==> src/rtl/stream_pattern_pkg.sv <==
`default_nettype none
// ============================================================================
// Module   : stream_pattern_pkg
// Brief    : Modes, FSM state encodings and the sequence step function shared
//            by the stream pattern driver and its generators.
// Revision : 1.0 - initial release
// ============================================================================
package stream_pattern_pkg;

    localparam logic [1:0] MODE_INC   = 2'd0;
    localparam logic [1:0] MODE_DEC   = 2'd1;
    localparam logic [1:0] MODE_LFSR  = 2'd2;
    localparam logic [1:0] MODE_CONST = 2'd3;

    // Generators zero-extend into this width and truncate the result back.
    localparam int GEN_W = 64;

    typedef enum logic [2:0] {
        ST_IDLE     = 3'd0,
        ST_SEND     = 3'd1,
        ST_WAIT_ACK = 3'd2,
        ST_GAP      = 3'd3,
        ST_FIN      = 3'd4
    } state_t;

    function automatic logic [GEN_W-1:0] next_val(
        input logic [1:0]       mode,
        input logic [GEN_W-1:0] v,
        input logic [GEN_W-1:0] poly
    );
        logic [GEN_W-1:0] nv;
        nv = v;
        case (mode)
            MODE_INC:  nv = v + GEN_W'(1);
            MODE_DEC:  nv = v - GEN_W'(1);
            MODE_LFSR: nv = v[0] ? ((v >> 1) ^ poly) : (v >> 1);
            default:   nv = v;
        endcase
        return nv;
    endfunction

endpackage
`default_nettype wire

==> src/rtl/stream_pattern_driver_gen.sv <==
`default_nettype none
// ============================================================================
// Module   : pattern_gen
// Brief    : Sequence generator (inc/dec/LFSR/const) with load and step.
// Revision : 1.0 - initial release
// ============================================================================
module pattern_gen #(
    parameter int            DW    = 8,
    parameter logic [DW-1:0] START = 8'h53,
    parameter logic [DW-1:0] POLY  = 8'hB8
) (
    input  logic          tb_clk,
    input  logic          tb_rst,
    input  logic          load,
    input  logic          step,
    input  logic [1:0]    mode,
    output logic [DW-1:0] value
);
    import stream_pattern_pkg::*;

    // An all-zero LFSR would lock up, so a zero seed becomes 1 in that mode.
    localparam logic [DW-1:0] c_lfsr_seed = (START == '0) ? DW'(1) : START;

    logic [DW-1:0] r_val;
    logic [DW-1:0] w_seed;
    logic [DW-1:0] w_next;

    assign w_seed = (mode == MODE_LFSR) ? c_lfsr_seed : START;
    assign w_next = DW'(next_val(mode, GEN_W'(r_val), GEN_W'(POLY)));

    always_ff @(posedge tb_clk or posedge tb_rst) begin
        if (tb_rst) begin
            r_val <= START;
        end else if (load) begin
            r_val <= w_seed;
        end else if (step) begin
            r_val <= w_next;
        end
    end

    assign value = r_val;

endmodule
`default_nettype wire

==> src/rtl/stream_pattern_driver.sv <==
`default_nettype none
// ============================================================================
// Module   : stream_pattern_driver
// Brief    : Pattern stream source with handshake pacing plus a return-path
//            checker that regenerates the sequence and counts mismatches.
// Revision : 1.0 - initial release
// ============================================================================
module stream_pattern_driver #(
    parameter int            DW     = 8,
    parameter int            CW     = 16,
    parameter logic [DW-1:0] START  = 8'h53,
    parameter int            NWORDS = 167,
    parameter int            GAP    = 1,
    parameter logic [DW-1:0] POLY   = 8'hB8
) (
    input  logic          tb_clk,
    input  logic          tb_rst,
    input  logic          enable,
    input  logic          start,
    input  logic [1:0]    mode,
    output logic [DW-1:0] src_dat,
    output logic          src_stb,
    input  logic          src_ack,
    input  logic [DW-1:0] chk_dat,
    input  logic          chk_stb,
    output logic          chk_ack,
    output logic [CW-1:0] sent_cnt,
    output logic [CW-1:0] chk_cnt,
    output logic [CW-1:0] err_cnt,
    output logic          busy,
    output logic          done
);
    import stream_pattern_pkg::*;

    localparam int              c_gap      = (GAP < 1) ? 1 : GAP;
    localparam int              c_gw       = (c_gap > 1) ? $clog2(c_gap) : 1;
    localparam logic [c_gw-1:0] c_gap_last = c_gw'(c_gap - 1);
    localparam logic [CW-1:0]   c_nwords   = CW'(NWORDS);

    state_t          r_state;
    state_t          w_state_nxt;
    logic [1:0]      r_mode;
    logic [DW-1:0]   r_src_dat;
    logic [CW-1:0]   r_sent;
    logic [CW-1:0]   r_chk;
    logic [CW-1:0]   r_err;
    logic [c_gw-1:0] r_gap;
    logic            r_busy;
    logic            r_done;

    logic [1:0]      w_gen_mode;
    logic [DW-1:0]   w_src_val;
    logic [DW-1:0]   w_exp_val;
    logic            w_accept;
    logic            w_last;
    logic            w_check;
    logic            w_fin_done;

    // Generators load with the incoming mode on start, then follow the latched one.
    assign w_gen_mode = start ? mode : r_mode;
    assign w_accept   = (r_state == ST_WAIT_ACK) && enable && src_ack && !start;
    assign w_last     = (r_sent + CW'(1)) == c_nwords;
    assign w_check    = chk_stb && r_busy && (r_chk != c_nwords) && !start;
    assign w_fin_done = (r_state == ST_FIN) && (r_chk == c_nwords);

    pattern_gen #(.DW(DW), .START(START), .POLY(POLY)) u_src_gen (
        .tb_clk (tb_clk),
        .tb_rst (tb_rst),
        .load   (start),
        .step   (w_accept),
        .mode   (w_gen_mode),
        .value  (w_src_val)
    );

    pattern_gen #(.DW(DW), .START(START), .POLY(POLY)) u_exp_gen (
        .tb_clk (tb_clk),
        .tb_rst (tb_rst),
        .load   (start),
        .step   (w_check),
        .mode   (w_gen_mode),
        .value  (w_exp_val)
    );

    always_ff @(posedge tb_clk or posedge tb_rst) begin
        if (tb_rst) begin
            r_state <= ST_IDLE;
        end else begin
            r_state <= w_state_nxt;
        end
    end

    always_comb begin
        w_state_nxt = r_state;
        if (start) begin
            w_state_nxt = ST_SEND;
        end else begin
            case (r_state)
                ST_IDLE:     w_state_nxt = ST_IDLE;
                ST_SEND:     if (enable) w_state_nxt = ST_WAIT_ACK;
                ST_WAIT_ACK: if (w_accept) w_state_nxt = w_last ? ST_FIN : ST_GAP;
                ST_GAP:      if (r_gap == '0) w_state_nxt = ST_SEND;
                ST_FIN:      if (w_fin_done) w_state_nxt = ST_IDLE;
                default:     w_state_nxt = ST_IDLE;
            endcase
        end
    end

    always_ff @(posedge tb_clk or posedge tb_rst) begin
        if (tb_rst) begin
            r_mode    <= MODE_INC;
            r_src_dat <= '0;
            r_sent    <= '0;
            r_chk     <= '0;
            r_err     <= '0;
            r_gap     <= '0;
            r_busy    <= 1'b0;
            r_done    <= 1'b0;
        end else if (start) begin
            r_mode <= mode;
            r_sent <= '0;
            r_chk  <= '0;
            r_err  <= '0;
            r_gap  <= '0;
            r_busy <= 1'b1;
            r_done <= 1'b0;
        end else begin
            if ((r_state == ST_SEND) && enable) begin
                r_src_dat <= w_src_val;
            end
            if (w_accept) begin
                r_sent <= (r_sent == '1) ? r_sent : r_sent + CW'(1);
                r_gap  <= c_gap_last;
            end else if ((r_state == ST_GAP) && (r_gap != '0)) begin
                r_gap <= r_gap - c_gw'(1);
            end
            if (w_check) begin
                r_chk <= (r_chk == '1) ? r_chk : r_chk + CW'(1);
                if ((chk_dat != w_exp_val) && (r_err != '1)) begin
                    r_err <= r_err + CW'(1);
                end
            end
            if (w_fin_done) begin
                r_done <= 1'b1;
                r_busy <= 1'b0;
            end
        end
    end

    // Strobe is gated combinationally so enable-low and abort take effect at once.
    assign src_stb  = (r_state == ST_WAIT_ACK) && enable && !start;
    assign src_dat  = r_src_dat;
    assign chk_ack  = chk_stb;
    assign sent_cnt = r_sent;
    assign chk_cnt  = r_chk;
    assign err_cnt  = r_err;
    assign busy     = r_busy;
    assign done     = r_done;

endmodule
`default_nettype wire

==> config.mk <==
export PLATFORM = sky130hd
export DESIGN_NAME = stream_pattern_driver
export DESIGN_NICKNAME = d
export VERILOG_FILES = /design/src/rtl/stream_pattern_pkg.sv /design/src/rtl/stream_pattern_driver_gen.sv /design/src/rtl/stream_pattern_driver.sv
export SDC_FILE = /design/constraint.sdc
export NUM_CORES = 1
export LEC_CHECK = 0
export BUFFER_PORTS_ARGS = -buffer_cell sky130_fd_sc_hd__buf_4
export CAP_MARGIN = 10
export CORE_UTILIZATION = 60
export CTS_CLUSTER_SIZE = 28
export DETAILED_ROUTE_END_ITERATION = 7
export PLACE_DENSITY = 0.92
export SETUP_SLACK_MARGIN = 0.1
export SYNTH_ARGS = -nofsm -noshare
export SYNTH_HDL_FRONTEND = slang
export SYNTH_HIERARCHICAL = 1
export SYNTH_SLANG_ARGS = --single-unit
export TNS_END_PERCENT = 10
==> constraint.sdc <==
create_clock -name tb_clk -period 4.6 [get_ports tb_clk]
set_input_delay 0.46 -clock tb_clk [delete_from_list [all_inputs] [get_ports tb_clk]]
set_output_delay 0.46 -clock tb_clk [all_outputs]
set_load 0.01 [all_outputs]
==> results.sh <==
export IMPL_synth_edff_count=0
export IMPL_ys_warnings_count=6
export IMPL_drive_gt1_frac=0.200
export IMPL_drt_total_wl_mm=14.0
export IMPL_cts_buffer_depth=2
export IMPL_root_buffer="clkbuf_8"
export IMPL_synthArstFlopShare=1.00
export IMPL_multi_input_area_sq_um=3380
export IMPL_rrSetupSlack_ps=1530
export IMPL_switching_power_uw=457
export IMPL_ant_nets=0
export IMPL_crit_chain="mux2_2 -> inv_1 -> ha_1 -> xor2_1 -> ha_1 -> or3_1 -> a21oi_1 -> or4b_1 -> nand4b_1 -> nor3b_1"
export IMPL_clkTransAtPathRegs_ps=80
export IMPL_vias=5304
export IMPL_syn_nets=677
export IMPL_cts_tree="yes"
export IMPL_first_iter_violations=410
export IMPL_first_pass_iters=5
export IMPL_arrival_ps=3330
export IMPL_fin_crit_sh=0.667
export IMPL_post_cts_buffers=0
export IMPL_power_share_switching=0.307
export IMPL_crit_path_max_incr_delay_ps=630
export IMPL_fin_setup_tns_ps=0
export IMPL_first_global_vias=5049
export IMPL_post_route_util=0.694
export IMPL_ios=76
export IMPL_period_minus_slack_ps=3070
export IMPL_fin_skew_ps=13.8
export IMPL_worst_setup_path_end_kind="flip-flop"
export IMPL_crit_top_cell="ha_1"
export IMPL_synth_common_cells="72 x dfrtp_1, 59 x nand2_1, 48 x a21oi_1"
export IMPL_slowest_stage="ha_1"
export IMPL_total_leakage_power_uw=0.00259
export IMPL_ys_seq_area_frac=0.351
export IMPL_placementRows=35
export IMPL_place_hpwl_mm=9.77
export IMPL_yosysTopAreaCellShare=0.314
export IMPL_synthCells=645
export IMPL_die_area_sq_um=9960
export IMPL_final_cell_area_sq_um=6410
export IMPL_setup_violations=0
export IMPL_synth_top_flop_cell="dfrtp_1"
export IMPL_gr_total_overflow=0
export IMPL_fp_dieH_um=99.8
export IMPL_crit_fanout=20
export IMPL_clkPwrFrac=0.327
export IMPL_coreArea_sq_um=9240
export IMPL_cts_sinks=80
export IMPL_avgSynthCellArea_sq_um=8.90
export IMPL_regArea_sq_um=2010
export IMPL_grt_pass1_wl_mm=23.3
export IMPL_place_area_sq_um=6220
export IMPL_cts_resized=0
export IMPL_worst_slew_pin_slew_ps=1040
export IMPL_ir_worst_vdd_uv=155
export IMPL_clock_latency_ps=350
export IMPL_setup_slack_ps=1530
export IMPL_outcome="completed"
export IMPL_antenna_found_initial=0
export IMPL_start_util=0.621
export IMPL_internal_power_uw=1030
export IMPL_areaGrowthSynthToFinish_pct=11.8
export IMPL_power_frac_seq=0.503
export IMPL_nFillCells=685
export IMPL_drv_slew=0
export IMPL_p_comb_frac=0.170
export IMPL_final_hold_violation_count=0
export IMPL_fmax_mhz=326
export IMPL_cts_buffers=9
export IMPL_synth_distinct_cells=80
export IMPL_n_antenna_cell=0
export IMPL_grt_max_degree=67
export IMPL_routedWlPerCell_um=17.0
export IMPL_gp_congestion=0.919
export IMPL_crit_required_ps=4860
export IMPL_startpoint_type="flip-flop"
export IMPL_synth_largest_area_cell="dfrtp_1"
export IMPL_die_width_um=99.8
export IMPL_max_slew_margin=0.308
export IMPL_rsz0062_at_grt="no"
export IMPL_io_buffers=75
export IMPL_synthTopCellsByArea="dfrtp_1 31%, a21oi_1 4.2%, nand2_1 3.9%, dfstp_2 3.7%, ha_1 3.5%"
export IMPL_yosysMostFrequentCell="dfrtp_1"
export IMPL_syn_area_sq_um=5740
export IMPL_drc=0
export IMPL_critPathKind="reg -> reg"
export IMPL_vias_per_cell=6.44
export IMPL_track_usage=0.287
export IMPL_maxCapViolations=0
export IMPL_final_nets=722
export IMPL_hold_class="in -> reg"
export IMPL_pwr_density_cell_nw_per_um2=232
export IMPL_ys_seq_elements=80
export IMPL_htreeDepth=3
export IMPL_dp_slack_ps=1310
export IMPL_power_uw=1490
critical path, delay by kind of cell, from the launching register on:
family / cells / cell delay [ps]
simple gates: 4 / 1020
xor+xnor: 1 / 210
flops: 1 / 370
fa+ha+maj: 2 / 860
mux: 1 / 310
compound gates: 1 / 100
buf+inv: 1 / 120
power by group through the flow:
stage          clock, uW  sequential [uW]  combinational, uW
3_5_place_dp           0              762                249
4_1_cts              491              749                250
3_3_place_gp           0              761                232
5_1_grt              525              754                279
2_1_floorplan          0              749                199
6_report             487              750                253
state kept, by name, indices dropped and copies added, names as in the netlist:
name / cells
err_cnt: 16
u_src_gen/value: 8
u_exp_gen/value: 8
done: 1
sent_cnt: 16
r_mode: 2
chk_cnt: 16
r_gap: 1
src_dat: 8
r_state: 3
busy: 1
area by class of cell:
| type | instances | area share |
|---|---|---|
| clock buffer | 10 | 0.0215 |
| sequential | 80 | 0.314 |
| multi-input combinational | 497 | 0.527 |
| timing repair buffer | 78 | 0.0917 |
| inverter | 24 | 0.0140 |
| clock inverter | 6 | 0.00702 |
| tap | 129 | 0.0252 |
stage by stage:
step / instances / hold slack (ps)
detailed placement: 807 / 344
CTS: 824 / 413
global placement: 807 / 338
floorplan: 645 / 273
global route: 824 / 418
finish: 824 / 422
layout by cell type, fill, tap and decap left out, types with 7 or more instances in the layout:
cell type,count
o21ai_0,23
mux2_2,17
ha_1,16
buf_4,77
xor2_1,15
nand4_1,15
or3_1,19
or4_1,12
dfrtp_1,72
o31ai_1,11
xnor2_1,21
nand2b_1,8
inv_1,23
nand3_1,35
nand2_1,59
and3_1,10
nor2b_1,12
a21oi_1,48
o21ai_1,7
mux2i_1,14
clkbuf_8,10
nor2_1,35
dfstp_2,8
nor3_1,14
path summary, 6_finish.rpt:
| path | from | to | cells past startpoint |
|---|---|---|---|
| setup / recovery | r_mode[1] | u_exp_gen/value[4] | 10 |
| hold / removal | mode[1] | r_mode[1] | 2 |
| setup reg to reg | r_mode[1] | u_exp_gen/value[4] | 10 |
| hold reg to reg | src_dat[4] | src_dat[4] | 1 |
| max in group asynchronous | tb_rst | r_state[2] | 4 |
| min in group asynchronous | tb_rst | r_mode[1] | 3 |
metal layers:
layer | share of wire | GRT usage | vias to the layer above
met1 | 0.41 | 0.374 | 2587
met5 | 0 | 0 | -
li1 | - | - | 2452
met2 | 0.50 | 0.469 | 232
met3 | 0.068 | 0.0494 | 33
met4 | 0.019 | 0.132 | 0
logic make-up (layout without fill, tap and decap cells):
group	Yosys count	count (layout)	synth area share
simple gates	271	271	0.276
compound gates	142	142	0.162
flops	80	80	0.351
buf+inv	68	118	0.0604
xor+xnor	36	36	0.0549
mux	32	32	0.0604
fa+ha+maj	16	16	0.0349
timing repair:
item / CTS / global route
hold buffers: 1 / 0
hold endpoints to repair: 2 / 0
endpoints found under the setup margin: 0 / 0
Power figures use the tool's default switching activity.
